==> src/rtl/input_mem_loader.sv <==
// input_mem_loader: packs an input beat stream into memory words, writes them from address 0,
// then hands the finished image to the compute core and waits for it to finish.
module input_mem_loader #(
  parameter int IN_WIDTH    = 32,
  parameter int MEM_WIDTH   = 128,
  parameter int ADDR_WIDTH  = 16,
  parameter int DEPTH_WIDTH = 17
) (
  input  logic                   clock,
  input  logic                   reset,
  input  logic                   start,
  input  logic [DEPTH_WIDTH-1:0] load_depth,
  input  logic                   s_valid,
  output logic                   s_ready,
  input  logic [IN_WIDTH-1:0]    s_data,
  input  logic                   s_last,
  output logic                   mem_WE,
  output logic [ADDR_WIDTH-1:0]  mem_waddr,
  output logic [MEM_WIDTH-1:0]   mem_wdata,
  output logic                   new_image_pulse,
  input  logic                   compute_done,
  output logic                   busy,
  output logic                   frame_err
);
  localparam int BEATS = MEM_WIDTH / IN_WIDTH;
  localparam int BW = BEATS > 1 ? $clog2(BEATS) : 1;
  localparam logic [DEPTH_WIDTH-1:0] MAX_DEPTH = DEPTH_WIDTH'(2 ** ADDR_WIDTH);
  typedef enum logic [1:0] {IDLE, LOAD, PULSE, WAIT} state_t;
  state_t                 state_q, state_d;
  logic [DEPTH_WIDTH-1:0] depth_q, depth_d, word_q, word_d;
  logic [BW-1:0]          beat_q, beat_d;
  logic [MEM_WIDTH-1:0]   pack_q, pack_d, packed_w, wdata_q, wdata_d;
  logic [ADDR_WIDTH-1:0]  waddr_q, waddr_d;
  logic                   we_q, we_d, pulse_q, pulse_d, ferr_q, ferr_d, full, last_word;
  assign s_ready         = state_q == LOAD;
  assign busy            = state_q != IDLE;
  assign mem_WE          = we_q;
  assign mem_waddr       = waddr_q;
  assign mem_wdata       = wdata_q;
  assign new_image_pulse = pulse_q;
  assign frame_err       = ferr_q;
  always_comb begin
    state_d  = state_q;
    depth_d  = depth_q;
    word_d   = word_q;
    beat_d   = beat_q;
    pack_d   = pack_q;
    waddr_d  = waddr_q;
    wdata_d  = wdata_q;
    we_d     = 1'b0;
    pulse_d  = 1'b0;
    ferr_d   = 1'b0;
    packed_w = pack_q;
    packed_w[int'(beat_q) * IN_WIDTH +: IN_WIDTH] = s_data;
    full      = beat_q == BW'(BEATS - 1);
    last_word = word_q + DEPTH_WIDTH'(1) == depth_q;
    if (state_q == IDLE && start && load_depth != '0) begin
      state_d = LOAD;
      depth_d = load_depth > MAX_DEPTH ? MAX_DEPTH : load_depth;
      word_d  = '0;
      beat_d  = '0;
      pack_d  = '0;
    end
    if (state_q == LOAD && s_valid) begin
      pack_d = packed_w;
      beat_d = beat_q + BW'(1);
      // pack is cleared after every write, so lanes above an early s_last stay zero
      if (full || s_last) begin
        we_d    = 1'b1;
        waddr_d = word_q[ADDR_WIDTH-1:0];
        wdata_d = packed_w;
        word_d  = word_q + DEPTH_WIDTH'(1);
        beat_d  = '0;
        pack_d  = '0;
        ferr_d  = s_last != (full && last_word);
        if (s_last || last_word) state_d = PULSE;
      end
    end
    if (state_q == PULSE) begin
      pulse_d = 1'b1;
      state_d = WAIT;
    end
    if (state_q == WAIT && compute_done) state_d = IDLE;
  end
  always_ff @(posedge clock or posedge reset) begin
    if (reset) begin
      state_q <= IDLE;
      depth_q <= '0;
      word_q  <= '0;
      beat_q  <= '0;
      pack_q  <= '0;
      waddr_q <= '0;
      wdata_q <= '0;
      we_q    <= 1'b0;
      pulse_q <= 1'b0;
      ferr_q  <= 1'b0;
    end else begin
      state_q <= state_d;
      depth_q <= depth_d;
      word_q  <= word_d;
      beat_q  <= beat_d;
      pack_q  <= pack_d;
      waddr_q <= waddr_d;
      wdata_q <= wdata_d;
      we_q    <= we_d;
      pulse_q <= pulse_d;
      ferr_q  <= ferr_d;
    end
  end
endmodule

==> config.mk <==
export PLATFORM = sky130hd
export DESIGN_NAME = input_mem_loader
export DESIGN_NICKNAME = d
export VERILOG_FILES = /design/src/rtl/input_mem_loader.sv
export SDC_FILE = /design/constraint.sdc
export NUM_CORES = 1
export LEC_CHECK = 0
export BUFFER_PORTS_ARGS = -buffer_cell sky130_fd_sc_hd__buf_2
export CAP_MARGIN = 20
export CORE_AREA = 2 2 215 217
export DETAILED_ROUTE_END_ITERATION = 10
export DIE_AREA = 0 0 217 219
export PLACE_DENSITY = 0.44
export SETUP_SLACK_MARGIN = 0.1
export SYNTH_ARGS = -nofsm -noshare
export SYNTH_HDL_FRONTEND = slang
export SYNTH_SLANG_ARGS = --single-unit
==> constraint.sdc <==
create_clock -name clock -period 23.3 [get_ports clock]
set_clock_uncertainty 0.2 [all_clocks]
set_input_delay 0 -clock clock [delete_from_list [all_inputs] [get_ports clock]]
set_output_delay 0 -clock clock [all_outputs]
set_load 0.03 [all_outputs]
==> results.sh, run 1 <==
export IMPL_status="finished, violations left"
export IMPL_violations="hold timing"
export IMPL_cp_end_kind="register"
export IMPL_async_flop_share=1.00
export IMPL_setup_violations=0
export IMPL_fin_crit_ns=3.59
export IMPL_cts_max_level=2
export IMPL_grt_ovfl_total=0
export IMPL_slew_violations=0
export IMPL_die_h_um=219
export IMPL_core_mm2=0.0451
export IMPL_synth_top_family_by_area="compound AO/OA/AOI/OAI gates"
export IMPL_clock_latency_ns=0.54
export IMPL_cp_start_kind="register"
export IMPL_cts_hold_buf=90
export IMPL_switching_share=0.426
export IMPL_antenna_found_initial=0
export IMPL_postCtsSetupBuffers=0
export IMPL_critical_path_top_delay_family="buffers and inverters"
export IMPL_slowest_stage="buf_4"
export IMPL_final_area_mm2=0.0168
export IMPL_ff_latch_area_mm2=0.00783
export IMPL_drt_iter0_markers=786
export IMPL_netlist_instances=1276
export IMPL_synth_compound_area_share=0.207
export IMPL_fillerInstances=4605
export IMPL_seq_power_share=0.364
export IMPL_cts_resized=0
export IMPL_worst_path_buf_inv=2
export IMPL_worst_pin_slew_ns=1.05
export IMPL_worstPathArrival_ns=3.83
export IMPL_num_vias=10900
export IMPL_clockBufferDepth=3
export IMPL_ios=204
export IMPL_fin_nets=1546
export IMPL_path_cells="nand2_1, nor2_1, o21ai_4, inv_6, buf_4, nand3_1, o31ai_1"
export IMPL_gp_congestion=0.774
export IMPL_p_leak_nw=7.86
export IMPL_synthXorXnorAreaFrac=0.0150
export IMPL_ys_types=54
export IMPL_cts_num_sinks=313
export IMPL_io_buffers=203
export IMPL_drc=0
export IMPL_cts_clk_slew_worst_paths_ns=0.06
export IMPL_p_int_w=0.00128
export IMPL_netSwitchingPower_w=0.000949
export IMPL_ys_ff_latch=313
export IMPL_syn2layout_area_growth_pct=25.7
export IMPL_rows=78
export IMPL_fin_util=0.374
export IMPL_clockPowerShare=0.245
export IMPL_hold_class="in -> async"
export IMPL_vias_per_cell=5.17
export IMPL_multiInputGateArea_mm2=0.00501
export IMPL_yosysWarnings=0
export IMPL_drtPass1Iterations=5
export IMPL_max_freq_mhz=279
export IMPL_netlist_area_mm2=0.0134
export IMPL_drt_total_wl_um=44300
export IMPL_n_antenna_cell=0
export IMPL_layoutNonFillerInstCount=2108
export IMPL_rsz0062_at_grt="no"
export IMPL_grt_pass1_wl_um=68700
export IMPL_cts_buffers=37
export IMPL_wire_per_inst_um=21.0
export IMPL_syn_mean_instance_area_um2=10.5
export IMPL_critPathMaxFanout=87
export IMPL_cp_required_ns=23.54
export IMPL_max_slew_margin=0.295
export IMPL_vdd_drop_max_mv=0.0725
export IMPL_place_area_mm2=0.0148
export IMPL_dieArea_mm2=0.0475
export IMPL_die_w_um=217
export IMPL_r2r_setup_slack_ns=19.71
export IMPL_cts_root_buf="clkbuf_16"
export IMPL_cts_tree="done"
export IMPL_dp_cells=1954
export IMPL_synthAdderAreaFrac=0.00654
export IMPL_criticalPathCategory="reg -> reg"
export IMPL_drive_above_1_share=0.196
export IMPL_synthMuxAreaShare=0.00271
export IMPL_slowest_delay_ns=0.85
export IMPL_timing_hold_ws_ns=-0.0392
export IMPL_fin_crit_sh=0.154
export IMPL_grt_max_degree=131
export IMPL_synth_simple_area_share=0.136
export IMPL_drv_cap=0
export IMPL_post_dp_hpwl_um=26700
export IMPL_start_util=0.297
export IMPL_finalHoldViolations=24
export IMPL_seq_area_frac_synth=0.585
export IMPL_grt_pass1_vias=11200
export IMPL_grt_usage=0.187
export IMPL_power_frac_comb=0.391
export IMPL_yosys_most_used_dff="dfrtp_1"
export IMPL_synth_edf_count=0
export IMPL_mappedNetlistNets=1338
export IMPL_powerDensity_mw_per_mm2=132
export IMPL_drtAntennaViolNets=0
export IMPL_setup_slack_ns=19.71
export IMPL_dp_slack_ns=19.75
export IMPL_tns_ns=0
[synthesized netlist by cell type (2+ instances only)]
| library cell | n | area share |
|---|---|---|
| a21oi_1 | 13 | 0.0049 |
| a221oi_1 | 128 | 0.084 |
| a22o_1 | 130 | 0.085 |
| a311oi_1 | 3 | 0.0020 |
| a31oi_1 | 2 | 0.00093 |
| and2_1 | 5 | 0.0023 |
| and3_1 | 9 | 0.0042 |
| and4_1 | 3 | 0.0020 |
| buf_1 | 39 | 0.011 |
| buf_2 | 41 | 0.015 |
| buf_4 | 4 | 0.0022 |
| clkbuf_1 | 56 | 0.016 |
| dfrtp_1 | 313 | 0.58 |
| ha_1 | 7 | 0.0065 |
| inv_1 | 12 | 0.0034 |
| nand2_1 | 98 | 0.027 |
| nand3_1 | 9 | 0.0034 |
| nand3_2 | 2 | 0.0015 |
| nand4_1 | 6 | 0.0028 |
| nor2_1 | 273 | 0.076 |
| nor2b_1 | 2 | 0.00093 |
| nor3_1 | 4 | 0.0015 |
| nor4_1 | 11 | 0.0051 |
| o2111ai_1 | 2 | 0.0013 |
| o211ai_1 | 3 | 0.0017 |
| o21ai_0 | 43 | 0.016 |
| o21ai_1 | 5 | 0.0019 |
| o22ai_1 | 2 | 0.00093 |
| o31ai_1 | 4 | 0.0022 |
| o41ai_1 | 2 | 0.0013 |
| xnor2_1 | 12 | 0.0078 |
| xor2_1 | 11 | 0.0072 |
[worst register-to-register path, cell delays in order (launching register included)]
cell,delay [ns]
dfrtp_1,0.42
nand2_1,0.11
nor2_1,0.44
o21ai_4,0.36
inv_6,0.55
buf_4,0.86
nand3_1,0.25
o31ai_1,0.30
[layer usage]
layer  track usage  vias up  wire (µm)
li1              -     5024          -
met1         0.266     5556      20900
met2         0.294      255      20700
met3        0.0272       53       1770
met4        0.0543        0        945
met5             0        -          0
[power groups by stage]
stage	combinational (W)	sequential (W)	clock (W)
finish	0.000870	0.000809	0.000546
global route	0.000946	0.000829	0.000583
global placement	0.000834	0.000821	0
floorplan	0.000346	0.00102	0
CTS	0.000875	0.000813	0.000562
detailed placement	0.000846	0.000819	0
[logic make-up after synthesis]
family / Yosys count
AOI/OAI and AO/OA: 345
and+or+nand+nor: 432
DFF: 313
xor gates and xnor gates: 23
adders and majority gates: 7
muxes: 3
buffers and inverters: 153
[cells in the final DEF, fill, tap and decap left out, types with 3 or more instances in the layout]
cell type	instances
dfrtp_1	313
nor2_1	273
buf_2	203
a22o_1	130
a221oi_1	128
nand2_1	98
dlygate4sd3_1	90
o21ai_0	43
clkbuf_16	37
buf_4	15
a21oi_1	13
clkbuf_1	13
xnor2_1	12
xor2_1	11
inv_1	10
nand3_1	9
nor4_1	8
ha_1	7
clkbuf_8	7
nand4_1	6
o21ai_4	5
and2_1	5
and3_1	5
nor4_2	4
and3_2	4
o31ai_1	4
nor3_1	4
clkinv_2	4
inv_6	3
o211ai_1	3
a311oi_1	3
[through the flow]
step	total power, W	hold slack, ns
6_report	0.00223	-0.0392
5_1_grt	0.00236	0.0838
4_1_cts	0.00225	0.0361
3_5_place_dp	0.00167	0.0669
3_3_place_gp	0.00165	0.0733
2_1_floorplan	0.00136	-0.0662
[sequential cells by signal, indices dropped and copies added (netlist names)]
register,flops
frame_err,1
beat_q,2
new_image_pulse,1
mem_waddr,16
depth_q,17
word_q,17
pack_q,128
mem_wdata,128
mem_WE,1
state_q,2
[cell type report]
class,count,area share
timing repair buffer,310,0.124
tap,600,0.0446
multi-input combinational,810,0.297
clock buffer,57,0.0636
clock inverter,6,0.00223
sequential,313,0.465
inverter,12,0.00342
[path summary, 6_finish.rpt]
path                                           from                   endpoint  cells past startpoint
min in group clock                       s_data[31]     pack_q[63]$_DFFE_PP0P_                      3
hold / removal                                reset        frame_err$_DFF_PP0_                      3
max in group asynchronous                     reset  mem_wdata[58]$_DFFE_PP0P_                      5
hold reg to reg            mem_waddr[0]$_DFFE_PP0P_   mem_waddr[0]$_DFFE_PP0P_                      2
setup reg to reg               state_q[0]$_DFF_PP0_       word_q[16]$_DFF_PP0_                      7
setup / recovery               state_q[0]$_DFF_PP0_       word_q[16]$_DFF_PP0_                      7
Power figures use the tool's default switching activity.
==> run 2: changes to the inputs <==
- ABC_AREA: unset -> 1
- CORE_AREA: 2 2 215 217 -> 2 2 221 223
- DIE_AREA: 0 0 217 219 -> 0 0 223 225
- clock period: 23.3 -> 3.4 ns (I/O delays scaled with it)
==> run 2 against run 1 <==
Compared with the run above:
- highest routed layer unchanged
- critical path depth up 10
- register-to-register slack worse by 19 ns
- synthesized cell count rose by 33%
- first-iteration DRC count is 3.3% higher
- the run now ends clean
- worst hold slack improved by 0.19 ns
- worst setup slack got worse by 19 ns
- sequential cell count did not move
==> results.sh, run 2 <==
export IMPL_synth_top_area_frac=0.551
export IMPL_yosysMostFrequentCell="nand2_1"
export IMPL_grt_pass1_vias=12200
export IMPL_netlist_area_mm2=0.0142
export IMPL_ys_types=34
export IMPL_yosys_most_used_dff="dfrtp_1"
export IMPL_netlist_instances=1694
export IMPL_slowest_stage="dlygate4sd3_1"
export IMPL_post_dp_hpwl_um=30300
export IMPL_syn_mean_instance_area_um2=8.39
export IMPL_crit_top_cell="nand2_1"
export IMPL_dp_cells=2444
export IMPL_max_slew_margin=0.394
export IMPL_dieArea_mm2=0.0502
export IMPL_cts_clk_slew_worst_paths_ns=0.06
export IMPL_drive_above_1_share=0.168
export IMPL_worst_pin_slew_ns=0.907
export IMPL_worstPathArrival_ns=3.19
export IMPL_gp_congestion=0.789
export IMPL_layout_cells_most_common="nand2_1"
export IMPL_p_leak_nw=8.38
export IMPL_clock_latency_ns=0.56
export IMPL_fin_nets=2001
export IMPL_yosysTopAreaCell="dfrtp_1"
export IMPL_r2r_setup_slack_ns=0.44
export IMPL_grt_usage=0.186
export IMPL_cts_root_buf="clkbuf_16"
export IMPL_synth_area_leaders="dfrtp_1 (55%), nand2_1 (11%), o22ai_1 (8.9%)"
export IMPL_cts_num_sinks=313
export IMPL_slowest_delay_ns=0.56
export IMPL_rows=80
export IMPL_place_area_mm2=0.0159
export IMPL_drc=0
export IMPL_max_freq_mhz=337
export IMPL_layout_common_cells="nand2_1 (401), dfrtp_1 (313), inv_1 (303), o22ai_1 (203), buf_2 (203)"
export IMPL_ios=204
export IMPL_setup_violations=0
export IMPL_ff_latch_area_mm2=0.00783
export IMPL_start_util=0.299
export IMPL_async_flop_share=1.00
export IMPL_cts_tree="done"
export IMPL_drtPass1Iterations=5
export IMPL_core_mm2=0.0475
export IMPL_criticalPathCategory="reg -> reg"
export IMPL_syn2layout_area_growth_pct=26.0
export IMPL_cts_max_level=2
export IMPL_seq_area_frac_synth=0.551
export IMPL_grt_ovfl_total=0
export IMPL_drt_iter0_markers=812
export IMPL_num_vias=12200
export IMPL_drt_total_wl_um=45900
export IMPL_vias_per_cell=4.73
export IMPL_drv_cap=0
export IMPL_grt_max_degree=98
export IMPL_fin_crit_ns=2.96
export IMPL_grt_pass1_wl_um=72500
export IMPL_yosysWarnings=0
export IMPL_clockBufferDepth=3
export IMPL_timing_hold_ws_ns=0.155
export IMPL_postCtsSetupBuffers=0
export IMPL_cts_buffers=38
export IMPL_fillerInstances=4913
export IMPL_powerDensity_mw_per_mm2=790
export IMPL_die_w_um=223
export IMPL_die_h_um=225
export IMPL_drtAntennaViolNets=0
export IMPL_path_cells="ha_1, nand3_4, inv_2, nand2_2, nor2_4, nand2_2, nand2_1, nand2_1, nand2_1, nand2_1, nor2_2, nand3_2, nand2_2, nand2_2, nand2_1, a21oi_2, dlygate4sd3_1"
export IMPL_synth_edf_count=0
export IMPL_synth_common_cells="nand2_1 (402), dfrtp_1 (313), inv_1 (304)"
export IMPL_status="complete, no violations"
export IMPL_wire_per_inst_um=17.8
export IMPL_tns_ns=0
export IMPL_io_buffers=203
export IMPL_hold_class="in -> reg"
export IMPL_multiInputGateArea_mm2=0.00480
export IMPL_critPathMaxFanout=6
export IMPL_finalHoldViolations=0
export IMPL_fin_crit_sh=0.872
export IMPL_cp_required_ns=3.62
export IMPL_cp_start_kind="register"
export IMPL_vdd_drop_max_mv=0.480
export IMPL_layoutNonFillerInstCount=2581
export IMPL_slew_violations=0
export IMPL_ys_ff_latch=313
export IMPL_antenna_found_initial=0
export IMPL_n_antenna_cell=0
export IMPL_mappedNetlistNets=1756
export IMPL_cp_end_kind="register"
export IMPL_final_area_mm2=0.0179
export IMPL_rsz0062_at_grt="no"
[run 2: cell count changes after synthesis, moves of 11 or more]
cell,previous run,this run
a22o_1,130,0
clkbuf_1,56,71
nand3_1,9,47
nor2_1,273,47
nand2_1,98,402
buf_1,39,2
xnor2_1,12,0
a221oi_1,128,0
o21ai_0,43,183
buf_2,41,23
o22ai_1,2,203
xor2_1,11,0
inv_1,12,304
[run 2: path summary, 6_finish.rpt]
| check | from | endpoint | depth (start not counted) |
|---|---|---|---|
| min in group asynchronous | reset | mem_wdata[116]$_DFFE_PP0P_ | 4 |
| worst max-delay path | word_q[0]$_DFF_PP0_ | state_q[0]$_DFF_PP0_ | 17 |
| worst min register to register | mem_wdata[26]$_DFFE_PP0P_ | mem_wdata[26]$_DFFE_PP0P_ | 2 |
| worst max register to register | word_q[0]$_DFF_PP0_ | state_q[0]$_DFF_PP0_ | 17 |
| max in group asynchronous | reset | mem_wdata[18]$_DFFE_PP0P_ | 5 |
| worst min-delay path | compute_done | state_q[1]$_DFF_PP0_ | 5 |
[run 2: power by group]
group / switching (W) / internal [W]
combinational: 0.00372 / 0.00133
sequential: 0.000472 / 0.00453
clock: 0.00164 / 0.00246
total: 0.00583 / 0.00832
[run 2: layout make-up]
cell class	instances	area share
Multi-Input combinational cell	968	0.268
Timing Repair Buffer	303	0.115
Tap cell	615	0.0430
Sequential cell	313	0.438
Clock inverter	6	0.00329
Inverter	315	0.0667
Clock buffer	61	0.0664
[run 2: repair_timing]
action	in CTS	in global routing
hold buffers	70	0
resized for setup	0	0
hold endpoints to repair	406	0
[run 2: critical path, delay by kind of cell (launching register included)]
kind | cells | cell delay (ns)
AOI/OAI and AO/OA | 1 | 0.05
adders and majority gates | 1 | 0.32
buffers and inverters | 2 | 0.67
DFF | 1 | 0.43
and+or+nand+nor | 13 | 1.19
[run 2: metal layers]
| layer | vias to the layer above | GRT usage | routed length [µm] |
|---|---|---|---|
| li1 | 5983 | - | - |
| met1 | 5898 | 0.281 | 23400 |
| met2 | 272 | 0.267 | 19300 |
| met3 | 58 | 0.0295 | 2050 |
| met4 | 0 | 0.0632 | 1100 |
| met5 | - | 0 | 0 |
[run 2: logic make-up after synthesis]
group,after synthesis,share of synthesized area
AOI/OAI and AO/OA,412,0.166
adders and majority gates,7,0.00616
buffers and inverters,413,0.112
DFF,313,0.551
and+or+nand+nor,549,0.164
[run 2: through the flow]
step	utilization	power (W)	setup WS (ns)
floorplan	-	0.00833	-0.969
global placement	0.335	0.0101	0.771
detailed placement	0.335	0.0101	0.719
CTS	0.376	0.0144	0.438
global route	0.376	0.0151	0.203
finish	0.376	0.0141	0.435
